[config.mk]
export PLATFORM = sky130hd
export DESIGN_NAME = pump_bank_controller_flat
export DESIGN_NICKNAME = d
export VERILOG_FILES = /design/src/rtl/pump_bank_controller_pkg.sv /design/src/rtl/pump_bank_controller_if.sv /design/src/rtl/pump_bank_controller_channel.sv /design/src/rtl/pump_bank_controller.sv /design/src/flat_wrapper.sv
export SDC_FILE = /design/constraint.sdc
export NUM_CORES = 1
export LEC_CHECK = 0
export ABC_AREA = 1
export ABC_CLOCK_PERIOD_IN_PS = 2300
export CAP_MARGIN = 20
export CELL_PAD_IN_SITES_DETAIL_PLACEMENT = 0
export CELL_PAD_IN_SITES_GLOBAL_PLACEMENT = 1
export CORE_UTILIZATION = 49
export CTS_CLUSTER_DIAMETER = 40
export DETAILED_ROUTE_END_ITERATION = 8
export PLACE_DENSITY_LB_ADDON = 0.1
export SETUP_SLACK_MARGIN = 0.2
export SYNTH_ARGS = -nofsm -noshare
export SYNTH_HDL_FRONTEND = slang
export SYNTH_SLANG_ARGS = --single-unit
export TNS_END_PERCENT = 20
[constraint.sdc]
create_clock -name clock -period 2.3 [get_ports clock]
set_input_delay 0.46 -clock clock [delete_from_list [all_inputs] [get_ports clock]]
set_output_delay 0.46 -clock clock [all_outputs]
set_load 0.005 [all_outputs]
[src/rtl/pump_bank_controller_pkg.sv]
// Shared encodings and helpers for the pump bank controller.
// The FSM states, sensor bit positions and pump bit positions are defined here.
package pump_bank_controller_pkg;

  localparam int STATE_W = 2;

  typedef enum logic [STATE_W-1:0] {
    ST_OFF   = 2'd0,
    ST_BOOST = 2'd1,
    ST_LEAD  = 2'd2,
    ST_FAULT = 2'd3
  } pump_state_e;

  localparam int I_BIT  = 0;
  localparam int S_BIT  = 1;
  localparam int B1_BIT = 0;
  localparam int B2_BIT = 1;

  // Pump drive pattern is a pure function of registered state and lead.
  function automatic logic [1:0] pump_drive(pump_state_e st, logic lead);
    logic [1:0] d;
    d = 2'b00;
    case (st)
      ST_BOOST: d = 2'b11;
      ST_LEAD: begin
        d[B1_BIT] = ~lead;
        d[B2_BIT] = lead;
      end
      default: d = 2'b00;
    endcase
    return d;
  endfunction

endpackage

[src/rtl/pump_bank_controller_if.sv]
// Bundle of per-tank control inputs and pump/status outputs for the bank.
// No valid/ready: every input is level-sampled on each rising clock and every output is valid every cycle.
interface pump_bank_controller_if #(
  parameter int NUM_TANKS = 2
);
  logic [NUM_TANKS-1:0]   enable;
  logic [NUM_TANKS-1:0]   fault_clear;
  logic [2*NUM_TANKS-1:0] level_sensors;
  logic [2*NUM_TANKS-1:0] pumps;
  logic [NUM_TANKS-1:0]   fault;
  logic [NUM_TANKS-1:0]   lead;
  logic [2*NUM_TANKS-1:0] current_state;

  modport master (
    output enable, fault_clear, level_sensors,
    input  pumps, fault, lead, current_state
  );

  modport slave (
    input  enable, fault_clear, level_sensors,
    output pumps, fault, lead, current_state
  );
endinterface

[src/rtl/pump_bank_controller_channel.sv]
// One tank: two sensor debouncers, the hysteresis FSM, the min-on counter and the lead flip-flop.
// Outputs decode from registered state and lead only (Moore).
module pump_channel
  import pump_bank_controller_pkg::*;
#(
  parameter int DEBOUNCE_CYCLES = 3,
  parameter int MIN_ON_CYCLES   = 8,
  parameter int CNT_W           = 16
) (
  input  logic               clk_i,
  input  logic               rst_ni,
  input  logic               enable_i,
  input  logic               fault_clear_i,
  input  logic [1:0]         sensors_i,
  output logic [1:0]         pumps_o,
  output logic               fault_o,
  output logic               lead_o,
  output logic [STATE_W-1:0] state_o
);

  localparam logic [7:0]       DEB_LAST = 8'(DEBOUNCE_CYCLES - 1);
  localparam logic [CNT_W-1:0] MIN_LOAD = CNT_W'(MIN_ON_CYCLES);

  logic [1:0]       filt_q, filt_d;
  logic [7:0]       deb_q [2];
  logic [7:0]       deb_d [2];
  pump_state_e      state_q, state_d;
  logic [CNT_W-1:0] min_q, min_d;
  logic             lead_q, lead_d;
  logic             lo, hi;

  // A counter runs only while raw disagrees with filtered; the filtered bit flips on the last sample.
  always_comb begin
    for (int s = 0; s < 2; s++) begin
      filt_d[s] = filt_q[s];
      deb_d[s]  = 8'd0;
      if (sensors_i[s] != filt_q[s]) begin
        if (deb_q[s] == DEB_LAST) filt_d[s] = sensors_i[s];
        else                      deb_d[s]  = deb_q[s] + 8'd1;
      end
    end
  end

  assign lo = filt_q[I_BIT];
  assign hi = filt_q[S_BIT];

  always_comb begin
    state_d = state_q;
    lead_d  = lead_q;
    min_d   = min_q;
    if ((state_q == ST_BOOST || state_q == ST_LEAD) && min_q != '0) min_d = min_q - 1'b1;

    if (!enable_i) begin
      state_d = (state_q == ST_FAULT) ? ST_FAULT : ST_OFF;
      min_d   = '0;
    end else if (hi && !lo) begin
      state_d = ST_FAULT;
    end else begin
      case (state_q)
        ST_OFF: begin
          if (!lo) begin
            state_d = ST_BOOST;
            min_d   = MIN_LOAD;
          end
        end
        ST_BOOST: begin
          if (lo && !hi) begin
            state_d = ST_LEAD;
          end else if (hi && min_q == '0) begin
            state_d = ST_OFF;
            lead_d  = ~lead_q;
          end
        end
        ST_LEAD: begin
          if (!lo) begin
            state_d = ST_BOOST;
          end else if (hi && min_q == '0) begin
            state_d = ST_OFF;
            lead_d  = ~lead_q;
          end
        end
        ST_FAULT: begin
          // Sensors are known consistent here, so the acknowledge alone releases the latch.
          if (fault_clear_i) state_d = ST_OFF;
        end
        default: state_d = ST_OFF;
      endcase
    end
  end

  always_ff @(posedge clk_i or negedge rst_ni) begin
    if (!rst_ni) begin
      filt_q   <= 2'b11;
      deb_q[0] <= 8'd0;
      deb_q[1] <= 8'd0;
      state_q  <= ST_OFF;
      min_q    <= '0;
      lead_q   <= 1'b0;
    end else begin
      filt_q   <= filt_d;
      deb_q[0] <= deb_d[0];
      deb_q[1] <= deb_d[1];
      state_q  <= state_d;
      min_q    <= min_d;
      lead_q   <= lead_d;
    end
  end

  assign pumps_o = pump_drive(state_q, lead_q);
  assign fault_o = (state_q == ST_FAULT);
  assign lead_o  = lead_q;
  assign state_o = state_q;

endmodule

[src/rtl/pump_bank_controller.sv]
// Bank of independent tank channels; the top only slices the shared buses per tank.
module pump_bank_controller
  import pump_bank_controller_pkg::*;
#(
  parameter int NUM_TANKS       = 2,
  parameter int DEBOUNCE_CYCLES = 3,
  parameter int MIN_ON_CYCLES   = 8,
  parameter int CNT_W           = 16
) (
  input logic                   clock,
  input logic                   reset_n,
  pump_bank_controller_if.slave bus
);

  logic [2*NUM_TANKS-1:0] pumps_w;
  logic [2*NUM_TANKS-1:0] state_w;
  logic [NUM_TANKS-1:0]   fault_w;
  logic [NUM_TANKS-1:0]   lead_w;

  for (genvar c = 0; c < NUM_TANKS; c++) begin : g_ch
    pump_channel #(
      .DEBOUNCE_CYCLES(DEBOUNCE_CYCLES),
      .MIN_ON_CYCLES  (MIN_ON_CYCLES),
      .CNT_W          (CNT_W)
    ) u_ch (
      .clk_i        (clock),
      .rst_ni       (reset_n),
      .enable_i     (bus.enable[c]),
      .fault_clear_i(bus.fault_clear[c]),
      .sensors_i    (bus.level_sensors[2*c +: 2]),
      .pumps_o      (pumps_w[2*c +: 2]),
      .fault_o      (fault_w[c]),
      .lead_o       (lead_w[c]),
      .state_o      (state_w[2*c +: 2])
    );
  end

  assign bus.pumps         = pumps_w;
  assign bus.current_state = state_w;
  assign bus.fault         = fault_w;
  assign bus.lead          = lead_w;

endmodule
[src/flat_wrapper.sv]
// flat-port wrapper written by rule: the top's interface ports become plain ports
module pump_bank_controller_flat import pump_bank_controller_pkg::*;
#(
  parameter int NUM_TANKS       = 2,
  parameter int DEBOUNCE_CYCLES = 3,
  parameter int MIN_ON_CYCLES   = 8,
  parameter int CNT_W           = 16
)
  (clock, reset_n, bus_enable, bus_fault_clear, bus_level_sensors, bus_pumps, bus_fault, bus_lead, bus_current_state);
  pump_bank_controller_if #(.NUM_TANKS(NUM_TANKS)) bus_i ();
  input logic clock;
  input logic reset_n;
  input wire logic [$bits(bus_i.enable)-1:0] bus_enable;
  input wire logic [$bits(bus_i.fault_clear)-1:0] bus_fault_clear;
  input wire logic [$bits(bus_i.level_sensors)-1:0] bus_level_sensors;
  output wire logic [$bits(bus_i.pumps)-1:0] bus_pumps;
  output wire logic [$bits(bus_i.fault)-1:0] bus_fault;
  output wire logic [$bits(bus_i.lead)-1:0] bus_lead;
  output wire logic [$bits(bus_i.current_state)-1:0] bus_current_state;
  assign bus_i.enable = bus_enable;
  assign bus_i.fault_clear = bus_fault_clear;
  assign bus_i.level_sensors = bus_level_sensors;
  assign bus_pumps = bus_i.pumps;
  assign bus_fault = bus_i.fault;
  assign bus_lead = bus_i.lead;
  assign bus_current_state = bus_i.current_state;
  pump_bank_controller #(.NUM_TANKS(NUM_TANKS), .DEBOUNCE_CYCLES(DEBOUNCE_CYCLES), .MIN_ON_CYCLES(MIN_ON_CYCLES), .CNT_W(CNT_W)) u_core (.clock(clock), .reset_n(reset_n), .bus(bus_i));
endmodule
# Word-level counts from Yosys, hierarchy flattened
# Index checks and enable logic that the tools add are counted.
[totals] ff_bits=74 out_inout_bits=12 latch_bits=0 inputBits=10 elab_cells=122 mem_count=0 mem_bits_rw=0 romBits=0
[op_classes] eq_ne=22 multipliers=0 reduce_logical=30 add_sub_neg=6 mux=46 n_lt_le_gt_ge=0 div=0 bitwise=4 n_shift=0
[op_table] operator="2-to-1 mux 16 bit" n=10
[op_table] operator="2-to-1 mux 8 bit" n=8
[op_table] operator="adder 8 x 1 -> 8 bit, second input constant" n=4
[op_table] operator="== test 8 x 2 -> 1 bit, second input constant" n=4
[op_table] operator="zero test 16 bit" n=2
[op_table] operator="2-to-1 mux 2 bit" n=16
[op_table] operator="nonzero test 16 bit" n=2
[op_table] operator="subtractor 16 x 1 -> 16 bit, second input constant" n=2
[op_table] operator="case mux 2 bit (4 select lines)" n=2
[op_table] operator="AND reduction 2 bit" n=6
[op_table] operator="AND reduction 5 bit" n=2
[op_table] operator="== test 2 bit, second input constant" n=4
[op_table] operator="logical AND 1 bit" n=8
[op_table] operator="inequality test 2 bit, second input constant" n=4
[op_table] operator="inequality test 4 x 3 -> 1 bit, second input constant" n=2
[op_table] operator="inequality test 4 bit, second input constant" n=2
[op_table] operator="case mux 2 bit (2 select lines)" n=2
[op_table] operator="2-to-1 mux 1 bit" n=6
[op_table] operator="== test 2 x 1 -> 1 bit, second input constant" n=2
[op_table] operator="zero test 1 bit" n=4
[op_table] operator="zero test 2 bit" n=2
[op_table] operator="inequality test 1 bit" n=4
[op_table] operator="inverter 1 bit" n=4
[op_table] operator="case mux 1 bit (2 select lines)" n=2
[op_table] operator="2 further kinds" n=4

# Longest topological paths before layout
# Gate-level depths: netlist of run 1.
[depth] ltp_word=8 ltp_mapped=11 depth_no_buf=11

# Modules after synthesis
# From an unflattened synthesis of run 1, not the netlist that was laid out.
[hier_totals] hier_cells=590 area_unflattened_um2=4558.1
[by_module_without_submodules] mod="pump_channel at u_core.g_ch[0].u_ch" instances=1 cells_each=295 area_each_um2=2287.2 seq_area_each_um2=928.4
[by_module_without_submodules] mod="pump_channel at u_core.g_ch[1].u_ch" instances=1 cells_each=295 area_each_um2=2270.9 seq_area_each_um2=928.4

# Worst setup path before layout of run 1
# No wires, ideal clock.
[synth_timing] kind="register to register" start="reg u_core.g_ch[0].u_ch.state_q[0]" end="reg u_core.g_ch[0].u_ch.min_q[12]" setup_time_ns=0.087 t_required_ns=2.213 setup_slack_ns=0.731 stages_incl_launch_ff=8 t_arrival_ns=1.483 n_path_buf=1 period_less_slack_ns=1.569 path_cell_list="dfrtp_1 > inv_1 > ha_1 > inv_1 > a21oi_4 > buf_6 > nor2_2 > a211oi_2"
[synth_between] elab_chain_len=8
[synth_lines] item="start, declared" line="pump_bank_controller_channel.sv:27" text="pump_state_e state_q, state_d;"
[synth_lines] item="start signal, assigned" line="pump_bank_controller_channel.sv:103" text="state_q <= state_d;"
[synth_lines] item="== test 2 x 1 -> 1 bit or == test 2 bit (tied branches)" line="pump_bank_controller_channel.sv:51" text="if ((state_q == ST_BOOST || state_q == ST_LEAD) && min_q != '0) min_d = min_q - 1'b1;"
[synth_lines] item="logical OR 1 bit" line="pump_bank_controller_channel.sv:51"
[synth_lines] item="logical AND 1 bit" line="pump_bank_controller_channel.sv:51"
[synth_lines] item="2-to-1 mux 16 bit" line="pump_bank_controller_channel.sv:51"
[synth_lines] item="2-to-1 mux 16 bit" line="pump_bank_controller_channel.sv:61" text="if (!lo) begin"
[synth_lines] item="2-to-1 mux 16 bit" line="pump_bank_controller_channel.sv:59" text="case (state_q)"
[synth_lines] item="2-to-1 mux 16 bit (*)" line="pump_bank_controller_channel.sv:56" text="end else if (hi && !lo) begin"
[synth_lines] item="2-to-1 mux 16 bit (*)" line="pump_bank_controller_channel.sv:53" text="if (!enable_i) begin"
[synth_lines] item="net u_core.g_ch[0].u_ch.min_d[12]" line="pump_bank_controller_channel.sv:28" text="logic [CNT_W-1:0] min_q, min_d;"
[synth_lines] item="end signal, assigned" line="pump_bank_controller_channel.sv:104" text="min_q <= min_d;"
[synth_lines] item="end, declared" line="pump_bank_controller_channel.sv:28"
# The timed path passes the listed nets; every way through them passes the cells marked *.
# A chain may end at the register's enable or synchronous reset.

# Worst setup path after layout of run 1
[layout_timing] start="reg u_core.g_ch[0].u_ch.state_q[0]" end="out bus_pumps[1]"
[layout_between] elab_chain_len=2
[layout_lines] item="== test 2 bit or == test 2 x 1 -> 1 bit (tied branches)" line="pump_bank_controller_pkg.sv:23" text="case (st)"
[layout_lines] item="case mux 2 bit (2 select lines) (*)" line="pump_bank_controller_pkg.sv:23"
[layout_lines] item="end, declared" line="flat_wrapper.sv:16" text="output wire logic [$bits(bus_i.pumps)-1:0] bus_pumps;"
# Every way passes the cells marked *; elsewhere a longest branch is shown, timed or not.

==> flow_summary.toml, run 1 <==
[clock_tree]
clock_path_buffers = 2
cts_made_buffers = 9
path_clk_slew_ns = 0.08
htree_num_levels = 3
clock_sinks = 74
cts_tree = "built"
clkLatencyLatePin_ns = 0.34
root_buffer = "clkbuf_8"

[critical_path]
cp_slowest_cell = "clkdlybuf4s50_1"
start_kind = "flip-flop"
worstReg2RegStart = "u_core.g_ch[1].u_ch.min_q[0]$_DFF_PN0_"
r2r_cells = 8
slowest_delay_ns = 0.50
end_kind = "primary output"
crit_type = "reg -> out"
reg2reg_slack_ns = 0.49
reg2reg_to = "u_core.g_ch[1].u_ch.min_q[9]$_DFF_PN0_"
cp_max_fo = 5
required_ns = 1.84
crit_chain = "buf_4 -> ha_2 -> inv_1 -> a21oi_2 -> clkdlybuf4s50_1"
worst-endpoint-arrival_ns = 1.78

[timing]
slew_headroom_pct = 63.3
setup-violations-final = 0
tightestPinTransition_ns = 0.550
max_freq_mhz = 447
setup_tns_ns = 0
rsz0062_at_grt = "true"
fin_crit_ns = 2.24
hold_violations = 0
post-route-period-util_pct = 97.3
clock_skew_ns = 0.0115
finalMaxSlewViolations = 0
finalWorstSetupSlack_ns = 0.0622

[synthesis]
ys_ff_latch = 74
synth_top_cells_by_count = "nor2_1, nand2_1, inv_1"
synth_top_cell_by_area = "dfrtp_1"
ys_seq_area_share_pct = 40.4
synth.most_common_cell = "nor2_1"
ys_top_cells_by_area = "dfrtp_1, nor2_1, nand2_1, inv_1, ha_1"
ys_types = 31
synthArstFlopShare_pct = 100
synth_top_area_share_pct = 38.1
syn_nets = 634
syn_area_mm2 = 0.00460
postSynthAreaPerCell_um2 = 7.64
ys_warn_count = 0
synthCells = 602
ys.flop_type = "dfrtp_1"
synth_edf_count = 0

[global_routing]
grt-ovfl-total = 0
grt_pass1_vias = 3754
grt_pass1_wl_um = 16700
grt_max_degree = 40
antenna_found_initial = 0
grt_usage_pct = 21.2

[route]
first_pass_iters = 4
drc_errors = 0
drt-total-wl_um = 9490
vias = 3835
via_per_inst = 5.13
wire_per_inst_um = 12.7
antenna_left = 0
drtIter0Drc = 92

[floorplan]
die_w_um = 98.9
dieArea_mm2 = 0.00978
fp.coreArea_mm2 = 0.00889
start_util_pct = 51.7
ios = 22
die_h_um = 98.9
num_rows = 34

[final_layout]
area_growth_pct = 14.7
fin_cells = 748
fillers = 838
final_net_count = 667
drive_above_1_share_pct = 13.6
final_area_mm2 = 0.00527
antenna_cells = 0

[placed_design]
dp_slack_ns = 0.208
dpl.hpwl_um = 7100
port_buffers = 21
place_inst = 728
routabilityCongestion = 0.886
placed_area_mm2 = 0.00493

[job]
maxCapViolations = 0

[power]
vdd.ir_drop.worst_mv = 0.627
p_leak_nw = 2.50
p_total_mw = 7.50
powerDensity_mw_per_mm2 = 1420

[hold_path]
hold_path.class = "in -> async"

[status]
status = "finished clean"
per-stage QoR:
| step | hold slack [ns] | utilization (%) |
|---|---|---|
| floorplan | 0.164 | - |
| global placement | 0.469 | 55.4 |
| detailed placement | 0.475 | 55.4 |
| CTS | 0.0898 | 59.1 |
| global route | 0.114 | 59.3 |
| finish | 0.0943 | 59.3 |
placed cells by master (no fill, tap or decap), drive strengths merged:
cell,netlist,final
dfrtp,70,70
nor3,16,16
dfstp,4,4
o311ai,4,4
o211ai,3,3
o22ai,2,2
a211oi,12,12
a22oi,1,1
clkbuf,0,11
a21oi,31,31
clkinv,0,2
xor2,20,20
bufinv,0,3
nand4,6,6
nand2,120,120
nor2,128,128
o21ai,23,23
xnor2,8,8
a31oi,3,3
nand3,37,37
inv,84,84
ha,22,22
clkdlybuf4s50,0,17
dlymetal6s2s,0,2
dlygate4sd2,0,1
buf,8,10
critical path, delay by kind of cell, from the launching register on:
| kind | cells | cell delay, ns |
|---|---|---|
| AO/OA/AOI/OAI | 1 | 0.14 |
| adder cells (fa/ha/maj) | 1 | 0.20 |
| buffers and inverters | 3 | 0.74 |
| flip-flops | 1 | 0.37 |
cell type report:
type | count | area [µm²] | share of cell area, %
clock buffer | 11 | 151 | 2.87
timing repair buffer | 30 | 292 | 5.53
clock inverter | 5 | 100 | 1.90
multi-input combinational | 436 | 2420 | 45.9
inverter | 84 | 315 | 5.98
sequential | 74 | 1860 | 35.2
tap | 108 | 135 | 2.56
report_power, final:
group	switching, mW	total (mW)	internal, mW
Combinational	2.57	4.17	1.60
Sequential	0.395	2.08	1.68
Clock	0.482	1.26	0.777
state kept, by name, summed over array words and instances, names as in the netlist:
name and flops:
u_core.g_ch.u_ch.deb_q 32, u_core.g_ch.u_ch.lead_o 2, u_core.g_ch.u_ch.state_o 4, u_core.g_ch.u_ch.min_q 32, u_core.g_ch.u_ch.filt_q 4
kinds of logic (layout without fill, tap and decap cells):
group	after synthesis	in the layout	share of synthesized area (%)
AO/OA/AOI/OAI	79	79	11.6
flip-flops	74	74	40.4
adder cells (fa/ha/maj)	22	22	5.99
AND/OR/NAND/NOR	307	307	28.5
buffers and inverters	92	130	8.22
XOR/XNOR	28	28	5.33
layer usage:
| layer | GRT usage (%) | wire, µm |
|---|---|---|
| met4 | 7.23 | 123 |
| met5 | 0 | 0 |
| met1 | 27.6 | 4660 |
| met3 | 4.18 | 285 |
| met2 | 35.4 | 4420 |
how the worst max path moves through the flow:
stage	from	endpoint	slack (ns)	depth (start not counted)
2_1_floorplan	u_core.g_ch[0].u_ch.state_o[0]$_DFFE_PN0P_	u_core.g_ch[0].u_ch.min_q[12]$_DFF_PN0_	0.73	7
3_3_place_gp	u_core.g_ch[0].u_ch.state_o[0]$_DFFE_PN0P_	bus_pumps[0]	0.24	5
3_5_place_dp	u_core.g_ch[0].u_ch.state_o[0]$_DFFE_PN0P_	bus_pumps[0]	0.21	5
4_1_cts	u_core.g_ch[0].u_ch.state_o[0]$_DFFE_PN0P_	bus_pumps[0]	0.02	5
5_1_grt	u_core.g_ch[0].u_ch.state_o[0]$_DFFE_PN0P_	bus_pumps[1]	-0.05	5
6_report	u_core.g_ch[0].u_ch.state_o[0]$_DFFE_PN0P_	bus_pumps[1]	0.06	5
what timing repair did:
item | in CTS | in global routing
resized for setup | 11 | 5
hold buffers | 0 | 0
endpoints found under the setup margin | 4 | 5
cloned | 0 | 0
pin swaps | 0 | 0
buffers inserted | 4 | 0
Note: power is estimated with default switching activity, not from simulation.
==> inputs of run 2 (changes only) <==
Settings changed: ABC_CLOCK_PERIOD_IN_PS 2300 to 2200, CORE_UTILIZATION 49 to 45.
Clock period 2.3 ns to 2.2 ns, I/O delays scaled along.
==> flow_summary.toml, run 2 (synthesis gave the netlist of run 1 again) <==
[power]
vdd.ir_drop.worst_mv = 0.571
powerDensity_mw_per_mm2 = 1440
p_total_mw = 7.57
clockPowerShare_pct = 14.0
combPwrFrac_pct = 57.6
p_leak_nw = 2.45
switchingPower_mw = 3.60
p_int_mw = 3.98
power_frac_seq_pct = 28.5
p_sw_share_pct = 47.5

[global_routing]
grt_pass1_wl_um = 16600
grt_pass1_vias = 3699
grt-ovfl-total = 0
antenna_found_initial = 0
grt_max_degree = 38
grt_usage_pct = 20.3

[clock_tree]
root_buffer = "clkbuf_8"
clock_sinks = 74
path_clk_slew_ns = 0.08
clkLatencyLatePin_ns = 0.37
cts_made_buffers = 9
cts_tree = "built"
clock_path_buffers = 2
htree_num_levels = 3

[timing]
rsz0062_at_grt = "true"
post-route-period-util_pct = 89.4
setup-violations-final = 0
worst_hold_slack_ns = 0.481
max_freq_mhz = 508
hold_violations = 0
clock_skew_ns = 0.0121
setup_tns_ns = 0
fin_crit_ns = 1.97
tightestPinTransition_ns = 0.547
slew_headroom_pct = 63.5
finalMaxSlewViolations = 0

[critical_path]
cp_slowest_cell = "dfrtp_1"
end_kind = "primary output"
required_ns = 1.76
start_kind = "flip-flop"
slowest_delay_ns = 0.36
crit_type = "reg -> out"
cp_max_fo = 4
crit_chain = "inv_2 -> ha_4 -> o21ai_1 -> a21oi_1 -> clkdlybuf4s15_1"
worst-endpoint-arrival_ns = 1.53

[placed_design]
placed_area_mm2 = 0.00497
port_buffers = 21
dpl.hpwl_um = 7190
routabilityCongestion = 0.876

[route]
first_pass_iters = 4
via_per_inst = 4.84
drc_errors = 0
vias = 3750
drtIter0Drc = 143
wire_per_inst_um = 12.2
drt-total-wl_um = 9430
antenna_left = 0

[floorplan]
dieArea_mm2 = 0.0106
die_w_um = 103
ios = 22
fp.coreArea_mm2 = 0.00982
start_util_pct = 46.8
num_rows = 36
die_h_um = 103

[final_layout]
area_growth_pct = 14.5
final_area_mm2 = 0.00526
drive_above_1_share_pct = 14.0
layout_common_cells = "nor2_1, nand2_1, dfrtp_1"
antenna_cells = 0
final_net_count = 669
reg.largest.list = "u_core.g_ch.u_ch.deb_q: 32 flops, u_core.g_ch.u_ch.min_q: 32 flops"
final_common_cell = "nor2_1"

[hold_path]
hold_path.class = "in -> async"

[status]
status = "finished clean"

[job]
maxCapViolations = 0
[run 2: changes by cell type in the layout (fill, tap and decap cells not counted), sizes merged, moves of 2 or more]
cell,delta
clkdlybuf4s15,+3
clkdlybuf4s50,-3
bufinv,-2
clkinvlp,+2
dlygate4sd2,+2
dlymetal6s2s,-2
[run 2: stage by stage]
step	worst slack (ns)	utilization (%)	cells
floorplan	0.631	-	602
global placement	0.185	50.6	754
detailed placement	0.136	50.6	754
CTS	0.200	53.4	773
global route	0.163	53.6	774
finish	0.232	53.6	774
[run 2: timing repair]
action	in CTS	in global routing
setup buffers	3	1
endpoints found under the setup margin	6	5
hold buffers	1	0
endpoints found under the hold margin	14	0
resized for setup	21	6
[run 2: final timing paths]
path / startpoint / to / slack, ns / cells past startpoint
worst max-delay path: u_core.g_ch[0].u_ch.state_o[1]$_DFFE_PN0P_ / bus_pumps[0] / 0.23 / 5
worst min-delay path: reset_n / u_core.g_ch[1].u_ch.min_q[13]$_DFF_PN0_ / 0.48 / 2
worst max register to register: u_core.g_ch[0].u_ch.min_q[0]$_DFF_PN0_ / u_core.g_ch[0].u_ch.min_q[10]$_DFF_PN0_ / 0.46 / 8
worst min register to register: u_core.g_ch[1].u_ch.deb_q[0]$_DFF_PN0_ / u_core.g_ch[1].u_ch.deb_q[0]$_DFF_PN0_ / 0.48 / 1
max in group asynchronous: reset_n / u_core.g_ch[0].u_ch.filt_q[0]$_DFFE_PN1P_ / 1.10 / 3
min in group clock: u_core.g_ch[1].u_ch.deb_q[0]$_DFF_PN0_ / u_core.g_ch[1].u_ch.deb_q[0]$_DFF_PN0_ / 0.48 / 1
[run 2: metal layers]
layer	vias up	GRT usage (%)	part of all wire, %
met5	-	0	0
met4	0	6.61	1.8
met3	13	6.71	3.0
met2	32	32.7	47
met1	1720	25.8	48
li1	1985	-	-
[run 2: cell type report]
type	instances	area (µm²)
Clock buffer	10	138
Clock inverter	5	55.1
Fill cell	999	4560
Inverter	84	315
Multi-Input combinational cell	436	2430
Sequential cell	74	1860
Tap cell	133	166
Timing Repair Buffer	32	302
[run 2: critical path: cells and delay by family, from the launching register on]
kind,cells,cell delay [ns]
fa+ha+maj,1,0.30
flops,1,0.36
buf+inv,2,0.31
compound gates,2,0.19
[run 2: power by group through the flow]
stage / logic [mW] / registers [mW] / clock network, mW
CTS: 4.38 / 2.16 / 1.10
floorplan: 3.33 / 2.09 / 0
global route: 5.00 / 2.22 / 1.16
detailed placement: 4.23 / 2.18 / 0
global placement: 4.19 / 2.18 / 0
finish: 4.36 / 2.16 / 1.06
==> inputs of run 3 (changes only) <==
Settings changed: CELL_PAD_IN_SITES_DETAIL_PLACEMENT 0 to 1, CELL_PAD_IN_SITES_GLOBAL_PLACEMENT 1 to 2, CORE_UTILIZATION 45 to 36.
==> flow_summary.toml, run 3 (synthesis gave the netlist of run 1 again) <==
[global_routing]
grt-ovfl-total = 0
grt_max_degree = 34
grt_pass1_vias = 4259
grt_pass1_wl_um = 20000
antenna_found_initial = 0
grt_usage_pct = 19.4

[clock_tree]
cts_tree = "built"
root_buffer = "clkbuf_16"
path_clk_slew_ns = 0.06
clkLatencyLatePin_ns = 0.34
clock_sinks = 74
htree_num_levels = 3
clock_path_buffers = 2
cts_hold_buffers = 0
cts_made_buffers = 9

[route]
via_per_inst = 4.85
wire_per_inst_um = 14.0
drtIter0Drc = 143
vias = 3926
antenna_left = 0
drc_errors = 0
drt-total-wl_um = 11400
first_pass_iters = 4

[floorplan]
fp.coreArea_mm2 = 0.0122
dieArea_mm2 = 0.0132
die_h_um = 115
start_util_pct = 37.7
num_rows = 40
ios = 22
die_w_um = 115

[final_layout]
final_area_mm2 = 0.00547
reg.largest.list = "u_core.g_ch.u_ch.deb_q: 32 flops, u_core.g_ch.u_ch.min_q: 32 flops"
layout_common_cells = "nor2_1, nand2_1, inv_1"
drive_above_1_share_pct = 14.3
antenna_cells = 0
area_growth_pct = 19.0
fillers = 1558
final_common_cell = "nor2_1"
final_net_count = 669

[critical_path]
worst-endpoint-arrival_ns = 1.53
slowest_delay_ns = 0.49
crit_chain = "buf_4 -> ha_4 -> clkdlybuf4s50_1"
cp_slowest_cell = "clkdlybuf4s50_1"
reg2reg_to = "u_core.g_ch[0].u_ch.min_q[12]$_DFF_PN0_"
start_kind = "flip-flop"
reg2reg_slack_ns = 0.40
cp_max_fo = 5
required_ns = 1.76
r2r_cells = 8
end_kind = "primary output"
crit_type = "reg -> out"
worstReg2RegStart = "u_core.g_ch[0].u_ch.min_q[0]$_DFF_PN0_"

[timing]
hold_violations = 0
finalWorstSetupSlack_ns = 0.230
post-route-period-util_pct = 89.5
slew_headroom_pct = 58.4
setup_tns_ns = 0
setup-violations-final = 0
clock_skew_ns = 0.00575
fin_crit_ns = 1.97
max_freq_mhz = 508
rsz0062_at_grt = "true"
tightestPinTransition_ns = 0.617
finalMaxSlewViolations = 0

[hold_path]
hold_path.class = "in -> async"

[placed_design]
dp_slack_ns = 0.158
routabilityCongestion = 0.850
placed_area_mm2 = 0.00503
port_buffers = 21
dpl.hpwl_um = 8640

[power]
vdd.ir_drop.worst_mv = 0.641
p_leak_nw = 2.52
powerDensity_mw_per_mm2 = 1530

[job]
maxCapViolations = 0

[status]
status = "finished clean"
## run 3: power breakdown
part	switching, mW	internal [mW]	total [mW]
Combinational	2.82	1.70	4.52
Clock	0.603	1.06	1.66
Sequential	0.415	1.76	2.18
Total	3.84	4.53	8.36
## run 3: layer usage
metal  global-route usage [%]  wire length (µm)  vias to the layer above
met5                        0                 0                        -
met4                     5.45               133                        0
met3                     4.22               202                       11
met2                     33.3              5620                       18
met1                     24.6              5410                     1908
li1                         -                 -                     1989
## run 3: metrics by stage
stage	cells	power (mW)	hold slack, ns	utilization (%)
finish	810	8.36	0.0536	44.8
global route	810	9.17	0.0880	44.8
global placement	791	6.47	0.428	41.2
floorplan	602	5.41	0.144	-
CTS	810	8.46	0.0702	44.7
detailed placement	791	6.60	0.433	41.2
## run 3: how the worst max path moves through the flow
stage	start	endpoint	slack (ns)
2_1_floorplan	u_core.g_ch[0].u_ch.state_o[0]$_DFFE_PN0P_	u_core.g_ch[0].u_ch.min_q[12]$_DFF_PN0_	0.63
4_1_cts	u_core.g_ch[1].u_ch.state_o[0]$_DFFE_PN0P_	bus_pumps[2]	0.21
6_report	u_core.g_ch[0].u_ch.state_o[0]$_DFFE_PN0P_	bus_fault[0]	0.23
3_5_place_dp	u_core.g_ch[0].u_ch.state_o[1]$_DFFE_PN0P_	bus_pumps[1]	0.16
3_3_place_gp	u_core.g_ch[0].u_ch.state_o[1]$_DFFE_PN0P_	bus_pumps[0]	0.18
5_1_grt	u_core.g_ch[0].u_ch.state_o[0]$_DFFE_PN0P_	bus_fault[0]	0.15
## run 3: repair_timing
action,CTS,global route
setup endpoints to repair,5,5
setup buffers,3,0
resized for setup,21,7
pin swaps,0,0
## run 3: final cells by class
cell class              instances  area (µm²)  share of cell area, %
flip-flops and latches         74        1860                   34.0
repair buffers                 32         302                   5.51
well taps                     168         210                   3.84
clock inverters                 5        85.1                   1.55
clock buffers                  11         253                   4.62
multi-input cells             436        2450                   44.8
inverters                      84         315                   5.76
## run 3: worst max-delay path, delay by kind of cell (launching register included)
kind	cells	cell delay, ns
DFF	1	0.36
buffers and inverters	2	0.66
adders and majority gates	1	0.16
